**config.mk**
```make
export PLATFORM = sky130hd
export DESIGN_NAME = decoder_2to4_stretch
export DESIGN_NICKNAME = d
export VERILOG_FILES = /design/src/rtl/decoder_pkg.sv /design/src/rtl/decoder_2to4_stretch_hold_timer.sv /design/src/rtl/decoder_2to4_stretch.sv
export SDC_FILE = /design/constraint.sdc
export NUM_CORES = 1
export LEC_CHECK = 0
export ABC_AREA = 1
export ABC_CLOCK_PERIOD_IN_PS = 2800
export CAP_MARGIN = 20
export CORE_MARGIN = 2
export CORE_UTILIZATION = 40
export DETAILED_ROUTE_END_ITERATION = 8
export GPL_ROUTABILITY_DRIVEN = 0
export GPL_TIMING_DRIVEN = 0
export PLACE_DENSITY = 0.74
export SLEW_MARGIN = 25
export SYNTH_ARGS = -nofsm -noshare
export SYNTH_HDL_FRONTEND = slang
export SYNTH_HIERARCHICAL = 1
export SYNTH_SLANG_ARGS = --single-unit
```
**constraint.sdc**
```tcl
create_clock -name clk -period 2.8 [get_ports clk]
set_input_delay 0.42 -clock clk [delete_from_list [all_inputs] [get_ports clk]]
set_output_delay 0.42 -clock clk [all_outputs]
set_load 0.01 [all_outputs]
```
**src/rtl/decoder_pkg.sv**
```systemverilog
// Shared types and helpers for the 2-to-4 stretching decoder.
package decoder_pkg;

    // Width of the shared hold/gap down-counter.
    localparam int unsigned CNT_W = 8;

    typedef enum logic [1:0] {
        StIdle = 2'd0,
        StHold = 2'd1,
        StGap  = 2'd2
    } state_e;

    // Decode a 2-bit index into its one-hot form.
    function automatic logic [3:0] onehot4(input logic [1:0] code);
        logic [3:0] one;
        one     = 4'b0001;
        onehot4 = one << code;
    endfunction

endpackage

```
**src/rtl/decoder_2to4_stretch_hold_timer.sv**
```systemverilog
// Loadable 8-bit down-counter with terminal-count flag. Shared by the HOLD and
// GAP phases: the phase entry loads (length - 1) and the phase ends on the
// cycle where the count reads zero.
module hold_timer
    import decoder_pkg::*;
(
    input  logic             clk,
    input  logic             rst_n,
    input  logic             load_i,
    input  logic [CNT_W-1:0] load_val_i,
    output logic             tc_o
);

    logic [CNT_W-1:0] cnt_q;
    logic [CNT_W-1:0] cnt_d;

    // Load takes priority; otherwise count down and park at zero.
    always_comb begin
        cnt_d = cnt_q;
        if (load_i) begin
            cnt_d = load_val_i;
        end else if (cnt_q != '0) begin
            cnt_d = cnt_q - 1'b1;
        end
    end

    // Counter register, cleared asynchronously.
    always_ff @(posedge clk or negedge rst_n) begin
        if (!rst_n) begin
            cnt_q <= '0;
        end else begin
            cnt_q <= cnt_d;
        end
    end

    assign tc_o = (cnt_q == '0);

endmodule

```
**src/rtl/decoder_2to4_stretch.sv**
```systemverilog
// Registered 2-to-4 decoder with programmable output stretch.
// An accepted {V, Y} code with V = 1 drives dec_out = 1 << Y for HOLD_CYCLES
// cycles, followed by GAP_CYCLES cycles of all-zero output.
// Optional build macro DECODER_2TO4_STRETCH_PENDING_EN adds a one-entry pending
// register so one further event can be accepted while HOLD/GAP is running; it
// launches straight into HOLD when the current event finishes.
module decoder_2to4_stretch
    import decoder_pkg::*;
#(
    parameter int unsigned HOLD_CYCLES = 4,
    parameter int unsigned GAP_CYCLES  = 1
) (
    input  logic       clk,
    input  logic       rst_n,
    input  logic       in_valid,
    input  logic [1:0] in_code,
    input  logic       in_v,
    output logic       in_ready,
    output logic [3:0] dec_out,
    output logic       dec_active,
    output logic [7:0] evt_count
);

    // Counter reload values are (length - 1); terminal count is zero.
    localparam logic [CNT_W-1:0] HoldLoad = CNT_W'(HOLD_CYCLES - 1);
    localparam logic [CNT_W-1:0] GapLoad  = (GAP_CYCLES > 0) ? CNT_W'(GAP_CYCLES - 1) : '0;
    localparam bit               HasGap   = (GAP_CYCLES != 0);

    state_e           state_q, state_d;
    logic [3:0]       dec_out_q, dec_out_d;
    logic             dec_active_q, dec_active_d;
    logic [7:0]       evt_q, evt_d;

    logic             tmr_load;
    logic [CNT_W-1:0] tmr_val;
    logic             tmr_tc;

    logic             xfer;
    logic             phase_end;
    logic             launch_ok;
    logic [1:0]       launch_code;

    assign xfer = in_valid && in_ready;

    // Last cycle of the active event: end of HOLD with no gap, or end of GAP.
    assign phase_end = tmr_tc &&
                       ((state_q == StGap) || ((state_q == StHold) && !HasGap));

`ifdef DECODER_2TO4_STRETCH_PENDING_EN
    logic       pend_full_q, pend_full_d;
    logic [1:0] pend_code_q, pend_code_d;

    // Accept while busy as long as the pending slot is free.
    assign in_ready = (state_q == StIdle) || !pend_full_q;

    // A code arriving on the very last busy cycle launches directly, as if it
    // had been sitting in the pending slot.
    assign launch_ok   = pend_full_q || (xfer && in_v && (state_q != StIdle));
    assign launch_code = pend_full_q ? pend_code_q : in_code;

    // Pending slot: filled by a busy-time transfer with V = 1, emptied at launch.
    always_comb begin
        pend_full_d = pend_full_q;
        pend_code_d = pend_code_q;
        if (state_q != StIdle) begin
            if (phase_end && launch_ok) begin
                pend_full_d = 1'b0;
            end else if (xfer && in_v) begin
                pend_full_d = 1'b1;
                pend_code_d = in_code;
            end
        end
    end

    // Pending slot register.
    always_ff @(posedge clk or negedge rst_n) begin
        if (!rst_n) begin
            pend_full_q <= 1'b0;
            pend_code_q <= 2'b00;
        end else begin
            pend_full_q <= pend_full_d;
            pend_code_q <= pend_code_d;
        end
    end
`else
    // Busy phases refuse input; the source must hold its code until IDLE.
    assign in_ready    = (state_q == StIdle);
    assign launch_ok   = 1'b0;
    assign launch_code = 2'b00;
`endif

    // Next-state and registered-output computation for IDLE / HOLD / GAP.
    always_comb begin
        state_d      = state_q;
        dec_out_d    = dec_out_q;
        dec_active_d = dec_active_q;
        evt_d        = evt_q;
        tmr_load     = 1'b0;
        tmr_val      = HoldLoad;

        unique case (state_q)
            StIdle: begin
                dec_out_d    = 4'b0000;
                dec_active_d = 1'b0;
                // V = 0 transfers are accepted and dropped here.
                if (xfer && in_v) begin
                    state_d      = StHold;
                    tmr_load     = 1'b1;
                    tmr_val      = HoldLoad;
                    dec_out_d    = onehot4(in_code);
                    dec_active_d = 1'b1;
                    evt_d        = evt_q + 8'd1;
                end
            end

            StHold: begin
                if (tmr_tc) begin
                    if (HasGap) begin
                        state_d      = StGap;
                        tmr_load     = 1'b1;
                        tmr_val      = GapLoad;
                        dec_out_d    = 4'b0000;
                        dec_active_d = 1'b0;
                    end else if (launch_ok) begin
                        state_d      = StHold;
                        tmr_load     = 1'b1;
                        tmr_val      = HoldLoad;
                        dec_out_d    = onehot4(launch_code);
                        dec_active_d = 1'b1;
                        evt_d        = evt_q + 8'd1;
                    end else begin
                        state_d      = StIdle;
                        dec_out_d    = 4'b0000;
                        dec_active_d = 1'b0;
                    end
                end
            end

            StGap: begin
                dec_out_d    = 4'b0000;
                dec_active_d = 1'b0;
                if (tmr_tc) begin
                    if (launch_ok) begin
                        state_d      = StHold;
                        tmr_load     = 1'b1;
                        tmr_val      = HoldLoad;
                        dec_out_d    = onehot4(launch_code);
                        dec_active_d = 1'b1;
                        evt_d        = evt_q + 8'd1;
                    end else begin
                        state_d = StIdle;
                    end
                end
            end

            default: begin
                state_d      = StIdle;
                dec_out_d    = 4'b0000;
                dec_active_d = 1'b0;
            end
        endcase
    end

    // State and output registers, cleared asynchronously.
    always_ff @(posedge clk or negedge rst_n) begin
        if (!rst_n) begin
            state_q      <= StIdle;
            dec_out_q    <= 4'b0000;
            dec_active_q <= 1'b0;
            evt_q        <= 8'd0;
        end else begin
            state_q      <= state_d;
            dec_out_q    <= dec_out_d;
            dec_active_q <= dec_active_d;
            evt_q        <= evt_d;
        end
    end

    hold_timer u_hold_timer (
        .clk        (clk),
        .rst_n      (rst_n),
        .load_i     (tmr_load),
        .load_val_i (tmr_val),
        .tc_o       (tmr_tc)
    );

    assign dec_out    = dec_out_q;
    assign dec_active = dec_active_q;
    assign evt_count  = evt_q;

endmodule

```
Word-level counts from Yosys, hierarchy flattened
Index checks and enable logic that the tools add are counted.
{"block": "totals", "out_inout_bits": 14, "elab_cells": 37, "in_bits": 6, "reg_bits": 23}
{"block": "op_classes", "muxes": 16, "n_eq_ne": 5, "reduce_logical": 8, "add_sub_neg": 2, "shifts": 1}
{"operator": "$mux 8", "count": 2}
{"operator": "$mux 2", "count": 5}
{"operator": "$add 8x1->8 const B", "count": 1}
{"operator": "$logic_not 8->1", "count": 1}
{"operator": "$mux 4", "count": 2}
{"operator": "$pmux 4 s2", "count": 1}
{"operator": "$reduce_bool 8->1", "count": 1}
{"operator": "$sub 8x1->8 const B", "count": 1}
{"operator": "$pmux 2 s3", "count": 1}
{"operator": "$ne 2x2->1 const B", "count": 2}
{"operator": "$pmux 1 s2", "count": 2}
{"operator": "$shl 1x2->4 const A", "count": 1}
{"operator": "$mux 1", "count": 3}
{"operator": "$reduce_and 3->1", "count": 1}
{"operator": "$eq 2x1->1 const B", "count": 1}
{"operator": "$eq 2x2->1 const B", "count": 1}
{"operator": "$logic_and 1x1->1", "count": 2}
{"operator": "$logic_not 2->1", "count": 1}
{"operator": "$ne 2x1->1 const B", "count": 1}
{"operator": "$reduce_and 2->1", "count": 1}
{"operator": "$reduce_bool 2->1", "count": 1}

Depth between registers and ports, before layout
Gate-level depths: netlist (run 1).
{"block": "logic_depth", "depth_word": 6, "ltp_mapped": 11, "depth_no_buf": 10}

Cells and area by module
Netlist (run 1), hierarchy kept.
{"mod": "decoder_2to4_stretch", "seq_area_each_um2": 375.4, "n_inst": 1, "area_each_um2": 748.2, "cells_per_inst": 89}
{"mod": "hold_timer", "seq_area_each_um2": 200.2, "n_inst": 1, "area_each_um2": 513.0, "cells_per_inst": 71}

Least setup slack after synthesis (run 1)
Ideal clock, no wire load.
{"block": "synth_path", "kind": "register -> register", "startpoint": "register u_hold_timer.cnt_q[0]", "endpoint": "register u_hold_timer.cnt_q[0]", "stages_incl_launch_ff": 11, "arrival_time_ns": 1.594, "period_less_slack_ns": 1.712, "required_ns": 2.682, "path_buffers": 1, "path_slack_ns": 1.088, "setup_time_ns": 0.118, "cell_sequence": "dfrtp_1 inv_1 ha_1 nand2_2 nor2_4 nand3_1 nand2_1 buf_2 o21ai_0 nand2_1 o21ai_2"}
{"block": "synth_via", "elab_chain_len": 4, "word_cells_on_any_way": 10, "classes_between": "add/sub (1); mux (6); reduce/logical (3)"}
{"item": "start, declared", "line_no": "decoder_2to4_stretch_hold_timer.sv:14", "source": "logic [CNT_W-1:0] cnt_q;"}
{"item": "start signal, assigned", "line_no": "decoder_2to4_stretch_hold_timer.sv:32", "source": "cnt_q <= cnt_d;"}
{"item": "$logic_not 8->1", "line_no": "decoder_2to4_stretch_hold_timer.sv:36", "source": "assign tc_o = (cnt_q == '0);"}
{"item": "named net tmr_tc", "line_no": "decoder_2to4_stretch.sv:36", "source": "logic tmr_tc;"}
{"item": "$mux 2", "line_no": "decoder_2to4_stretch.sv:117", "source": "if (tmr_tc) begin"}
{"item": "$mux 2"}
{"item": "named net tmr_val[0]", "line_no": "decoder_2to4_stretch.sv:35", "source": "logic [CNT_W-1:0] tmr_val;"}
{"item": "$mux 8", "line_no": "decoder_2to4_stretch_hold_timer.sv:20", "source": "if (load_i) begin"}
The timed path passes the listed nets, and every way through them passes these cells. The select of a mux whose other input is x is not followed.
A chain may end at the register's enable or synchronous reset.

Final worst setup path (run 1)
{"block": "layout_path", "startpoint": "register u_hold_timer.cnt_q[0]", "endpoint": "register u_hold_timer.cnt_q[1]"}
{"block": "layout_via", "elab_chain_len": 4, "word_cells_on_any_way": 10, "classes_between": "add/sub (1); mux (6); reduce/logical (3)"}
{"item": "$logic_not 8->1 (*)", "line_no": "decoder_2to4_stretch_hold_timer.sv:36"}
{"item": "named net tmr_tc", "line_no": "decoder_2to4_stretch.sv:36"}
{"item": "$mux 1 (*)", "line_no": "decoder_2to4_stretch.sv:117"}
{"item": "$pmux 1 s2 (*)", "line_no": "decoder_2to4_stretch.sv:101", "source": "unique case (state_q)"}
{"item": "named net tmr_load", "line_no": "decoder_2to4_stretch.sv:34", "source": "logic tmr_load;"}
{"item": "$mux 8 or $reduce_bool 2->1 (tied branches)"}
Mark *: on every way through the listed nets, which the timed path passes. The rest lies on a longest branch. The select of a mux whose other input is x is not followed.

==> flow_summary_export.csv, run 1 <==
group,metric,value,unit
final_layout,drive_gt1_frac,0.122,
sta,max_slew.worst_pin.slew,0.511,ns
pwr,p_clk_frac,0.127,
logic_synthesis,synthCells,160,
critical_path,cp_slowest_stage_delay,0.40,ns
sta,whs,0.0458,ns
critical_path,crit_chain,"inv_1, ha_1, nand2_2, nor2_4, nand3_1, nand2_1, buf_2, nand2_1, o21ai_0, nand2_1, o21ai_2",
route,drtIter0Drc,33,
logic_synthesis,synthesis.area,1260,um2
pwr,switching_share,0.403,
die,die_height,60.2,um
critical_path,critPathMaxFanout,10,
global_route,grt_usage,0.142,
die,fp.coreArea,3030,um2
route,routedWlPerCell,9.43,um
critical_path,path_common_cell,"nand2_1",
sta,fin_crit_sh,0.699,
sta,max-slew-margin-rel,0.659,
clock_network,cts_made_buffers,3,
global_route,grt_max_degree,24,
pwr,p_comb_frac,0.436,
critical_path,crit_arrival,2.21,ns
route,top_layer,"met4",
logic_synthesis,async_flop_share,1.00,
logic_synthesis,yosysUniqueCellTypes,25,
critical_path,cp-end-kind,"register",
logic_synthesis,synth_edf_count,0,
route,first_pass_iters,4,
clock_network,ctsResizeCount,0,
clock_network,cts.sinks,23,
sta,setup_viol,0,
logic_synthesis,yosysSeqAreaShare,0.456,
logic_synthesis,ys_ff_latch,23,
final_layout,fin_cells,232,
route,wl_met1,1090,um
sta,finalHoldViolations,0,
logic_synthesis,netlist.top_cell.by_area,"dfrtp_1",
pwr,seqPwrFrac,0.437,
route,wl_met3,53,um
placement,dp_cells,228,
route,via_per_inst,4.34,
clock_network,cts_buffer_depth,2,
run,maxCapViolations,0,
clock_network,htree_levels,1,
sta,fin_setup_tns,0,ns
die,die_w,60.2,um
critical_path,crit_type,"reg2reg",
critical_path,crit_path_top_delay_cell,"dfrtp_1",
route,drt-total-wl,2190,um
pwr,p_per_area,811,nW/um2
pwr,leakage,0.750,nW
logic_synthesis,yosys_warnings,6,
die,initial_core_util,0.417,
pwr,vdd_ir_drop_max,417,uV
clock_network,post_cts_buffers,0,
critical_path,timing.critical_path.buf_inv,2,
clock_network,tritoncts,"done",
final_layout,seqCellArea,576,um2
critical_path,startpoint_type,"register",
die,die_area,3620,um2
placement,dpl-instance-area,1530,um2
global_route,grt_pass1_vias,908,
sta,min_period,1.96,ns
die,std_cell_rows,20,
clock_network,holdBufCountCts,0,
final_layout,fill_cells,301,
critical_path,crit_family,"simple AND/OR/NAND/NOR gates",
route,drcViolationCount,0,
logic_synthesis,ys_top_cells_by_area,"dfrtp_1 (46%), nand2_1 (17%), inv_1 (6.0%)",
logic_synthesis,yosysTopAreaCellShare,0.456,
sta,skew,0.00815,ns
logic_synthesis,synthFlopType,"dfrtp_1",
min_path,hold_class,"in2async",
sta,rsz0062_at_grt,"false",
logic_synthesis,avgSynthCellArea,7.88,um2
clock_network,root_buffer,"clkbuf_4",
final_layout,nNetsFinal,197,
global_route,antenna_found_initial,0,
placement,port_buffers,19,
global_route,grt_overflow,0,
placement,dp_hpwl,1640,um
die,io_pins,20,
pwr,internal_power,0.749,mW
final_layout,area_growth,22.7,%
final_layout,diodes,0,
route,met2_length,983,um
global_route,grt_first_pass_wirelength,3840,um
sta,fmax,0.511,GHz
final_layout,postLayoutCellArea,1550,um2
outcome,status,"finished clean",
route,vias,1006,
final_layout,multi_input_area,614,um2
critical_path,cp.required,3.06,ns
clock_network,path_clk_slew,0.13,ns
sta,drv_slew,0,
clock_network,clk_latency,0.32,ns
pwr,p_sw,0.507,mW
route,final_antenna_net_count,0,
## cells by family after synthesis
| logic type | share of synthesized area |
|---|---|
| AO/OA/AOI/OAI | 0.0605 |
| XOR/XNOR | 0.0476 |
| adder cells (fa/ha/maj) | 0.0198 |
| flip-flops | 0.456 |
| buffers and inverters | 0.0714 |
| other | 0.00297 |
| AND/OR/NAND/NOR | 0.341 |
## through the flow
| stage | worst slack, ns | power [mW] | utilization |
|---|---|---|---|
| after global placement | 0.879 | 1.09 | 0.504 |
| after global routing | 0.634 | 1.38 | 0.511 |
| final | 0.842 | 1.26 | 0.511 |
| after detailed placement | 0.851 | 1.11 | 0.504 |
| after floorplan | 1.09 | 0.912 | - |
| after CTS | 0.832 | 1.27 | 0.513 |
## final cells by class
type                    instances  area share
plain buffers                   1     0.00323
clock buffers                   3      0.0146
clock inverters                 1     0.00323
inverters                      22      0.0550
multi-input cells             119       0.397
flip-flops and latches         23       0.372
well taps                      44      0.0356
repair buffers                 19       0.120
## worst paths after layout
kind                                        from                    end  slack, ns  depth (start not counted)
min reg2reg                           dec_active             dec_active       0.52                          1
max in group asynchronous                  rst_n           evt_count[2]       2.41                          1
max                        u_hold_timer/cnt_q[0]  u_hold_timer/cnt_q[1]       0.84                         11
max reg2reg                u_hold_timer/cnt_q[0]  u_hold_timer/cnt_q[1]       0.84                         11
min in group clk                      dec_active             dec_active       0.52                          1
min                                        rst_n  u_hold_timer/cnt_q[0]       0.05                          1
## synth_stat cells (2+ instances only)
master   instances
inv_1           20
nand2_1         56
dfrtp_1         23
o21ai_2          3
nor2_4           3
o21ai_0          3
xor2_1           4
ha_1             2
nor2_1          11
nand3_1         13
nor2_2           5
o21ai_1          4
## flip-flops by register name, indices dropped and copies added (netlist names)
| register | count |
|---|---|
| dec_out | 4 |
| dec_active | 1 |
| evt_count | 8 |
| u_hold_timer/cnt_q | 8 |
| state_q | 2 |
## layout by cell type, fill, tap and decap left out, drive strengths merged
cell,n
nand4,1
o21ai,10
nand3b,1
conb,6
clkinv,1
xnor2,1
buf,2
clkdlybuf4s50,18
nand2,58
inv,22
clkbuf,3
a21boi,1
ha,2
o21a,1
dfrtp,23
nor2,19
xor2,5
nand3,14
## layer usage
layer | vias up | global-route usage
li1 | 546 | -
met2 | 19 | 0.213
met5 | - | 0
met1 | 436 | 0.193
met3 | 5 | 0.0195
met4 | 0 | 0.0857
## power groups by stage
stage / Sequential, mW / Clock, mW / Combinational [mW]
2_1_floorplan: 0.560 / 0 / 0.352
4_1_cts: 0.549 / 0.167 / 0.556
3_5_place_dp: 0.555 / 0 / 0.554
3_3_place_gp: 0.554 / 0 / 0.540
5_1_grt: 0.564 / 0.183 / 0.630
6_report: 0.549 / 0.159 / 0.548
Note: power is estimated with default switching activity, not from simulation.
==> run 2, diff against run 1 <==
ABC_CLOCK_PERIOD_IN_PS = 1700   (was 2800)
PLACE_DENSITY = 0.77   (was 0.74)
clock period = 1.7 ns   (was 2.8 ns; I/O delays follow)
==> flow_summary_export.csv, run 2 (same netlist as run 1, synthesis figures left out) <==
group,metric,value,unit
outcome,status,"finished clean",
pwr,leakage,0.778,nW
sta,whs,0.436,ns
route,vias,1079,
min_path,hold_class,"in2async",
pwr,internal_power,1.28,mW
sta,fmax,0.623,GHz
clock_network,tritoncts,"done",
sta,min_period,1.61,ns
critical_path,crit_path_top_delay_cell,"dfrtp_1",
critical_path,r2r_end,"u_hold_timer/cnt_q[0]",
critical_path,path_common_cell,"nand2_2",
clock_network,cts_made_buffers,3,
critical_path,crit_type,"reg2reg",
die,std_cell_rows,20,
placement,dp_hpwl,1620,um
sta,skew,0.00487,ns
run,maxCapViolations,0,
sta,setup_viol,0,
global_route,grt_overflow,0,
pwr,p_sw,0.872,mW
die,fp.coreArea,3030,um2
final_layout,drive_gt1_frac,0.167,
global_route,grt_first_pass_wirelength,4170,um
route,drt-total-wl,2450,um
critical_path,timing.critical_path.buf_inv,2,
critical_path,startpoint_type,"register",
pwr,vdd_ir_drop_max,707,uV
route,top_layer,"met4",
critical_path,cp.required,1.92,ns
final_layout,diodes,0,
die,io_pins,20,
die,die_w,60.2,um
route,routedWlPerCell,10.4,um
critical_path,cp-end-kind,"register",
final_layout,fin_util,0.534,
placement,port_buffers,19,
pwr,p_clk_frac,0.118,
clock_network,htree_levels,1,
die,die_area,3620,um2
final_layout,final_common_cell,"nand2_1",
global_route,grt_max_degree,24,
pwr,switching_share,0.406,
global_route,grt_usage,0.155,
pwr,p_comb_frac,0.462,
clock_network,cts_buffer_depth,2,
die,initial_core_util,0.417,
global_route,grt_pass1_vias,988,
clock_network,clk_latency,0.31,ns
sta,finalHoldViolations,0,
sta,max-slew-margin-rel,0.657,
critical_path,critPathMaxFanout,10,
route,via_per_inst,4.57,
critical_path,cp_slowest_stage_delay,0.42,ns
clock_network,path_clk_slew,0.13,ns
critical_path,r2r-start,"u_hold_timer/cnt_q[0]",
route,met2_length,1170,um
final_layout,postLayoutCellArea,1620,um2
final_layout,area_growth,28.3,%
critical_path,r2r_slack,0.09,ns
critical_path,crit_family,"simple AND/OR/NAND/NOR gates",
final_layout,final_cell_mix,"nand2_1 (55), dfrtp_1 (23), inv_1 (18)",
die,die_height,60.2,um
sta,drv_slew,0,
clock_network,root_buffer,"clkbuf_4",
sta,max_slew.worst_pin.slew,0.515,ns
final_layout,nNetsFinal,201,
route,wl_met1,1130,um
critical_path,crit_arrival,1.82,ns
route,drcViolationCount,0,
global_route,antenna_found_initial,0,
critical_path,reg2reg_depth,10,
sta,fin_setup_tns,0,ns
route,wl_met3,75,um
sta,fin_crit_sh,0.945,
pwr,seqPwrFrac,0.421,
placement,dpl-instance-area,1530,um2
route,drtIter0Drc,24,
clock_network,cts.sinks,23,
critical_path,crit_chain,"inv_2, ha_4, nand2_2, nor2_4, nand3_4, nand2_2, buf_6, o21ai_0, nand2_1, o21ai_2",
route,final_antenna_net_count,0,
route,first_pass_iters,4,
pwr,p_per_area,1330,nW/um2
-- run 2: routing by layer --
| layer | track usage | vias to the layer above |
|---|---|---|
| met5 | 0 | - |
| met4 | 0.0857 | 0 |
| met3 | 0.0281 | 6 |
| met2 | 0.253 | 25 |
| met1 | 0.193 | 500 |
| li1 | - | 548 |
-- run 2: cell type report --
type / instances / area (um2)
sequential: 23 / 576
clock inverter: 1 / 5.00
inverter: 22 / 85.1
clock buffer: 3 / 22.5
multi-input combinational: 119 / 647
fill: 267 / 1410
buffer: 1 / 11.3
tap: 44 / 55.1
timing repair buffer: 23 / 216
-- run 2: worst max-delay path by stage --
stage | from | endpoint | slack (ns) | cells after the start
detailed placement | u_hold_timer/cnt_q[0] | u_hold_timer/cnt_q[0] | -0.20 | 10
CTS | u_hold_timer/cnt_q[1] | u_hold_timer/cnt_q[0] | 0.03 | 10
finish | u_hold_timer/cnt_q[0] | u_hold_timer/cnt_q[0] | 0.09 | 10
floorplan | u_hold_timer/cnt_q[0] | u_hold_timer/cnt_q[0] | 0.02 | 10
global route | u_hold_timer/cnt_q[0] | u_hold_timer/cnt_q[1] | -0.02 | 11
global placement | u_hold_timer/cnt_q[0] | u_hold_timer/cnt_q[1] | -0.18 | 10
-- run 2: worst reg2reg max path, stage by stage (launching register included) --
cell and delay (ns):
dfrtp_1 0.42, inv_2 0.11, ha_4 0.18, nand2_2 0.08
nor2_4 0.15, nand3_4 0.11, nand2_2 0.10, buf_6 0.15
o21ai_0 0.09, nand2_1 0.08, o21ai_2 0.05
-- run 2: power by group through the flow --
| stage | Sequential [mW] | Combinational, mW | Clock, mW |
|---|---|---|---|
| after floorplan | 0.922 | 0.585 | 0 |
| after CTS | 0.900 | 0.966 | 0.264 |
| final | 0.904 | 0.992 | 0.253 |
| after detailed placement | 0.910 | 0.919 | 0 |
| after global routing | 0.928 | 1.13 | 0.293 |
| after global placement | 0.912 | 0.894 | 0 |
-- run 2: stage by stage --
stage	total power [mW]	instances	setup slack [ns]
finish	2.15	236	0.0936
CTS	2.13	234	0.0306
detailed placement	1.83	228	-0.198
global route	2.35	236	-0.0237
global placement	1.81	228	-0.185
floorplan	1.51	165	0.0177
-- run 2: what timing repair did --
action | CTS | global route
buffers inserted | 2 | 1
endpoints found under the setup margin | 9 | 9
pin swaps | 1 | 2
endpoints found under the hold margin | 0 | 23
resized for setup | 4 | 6
hold buffers | 0 | 1
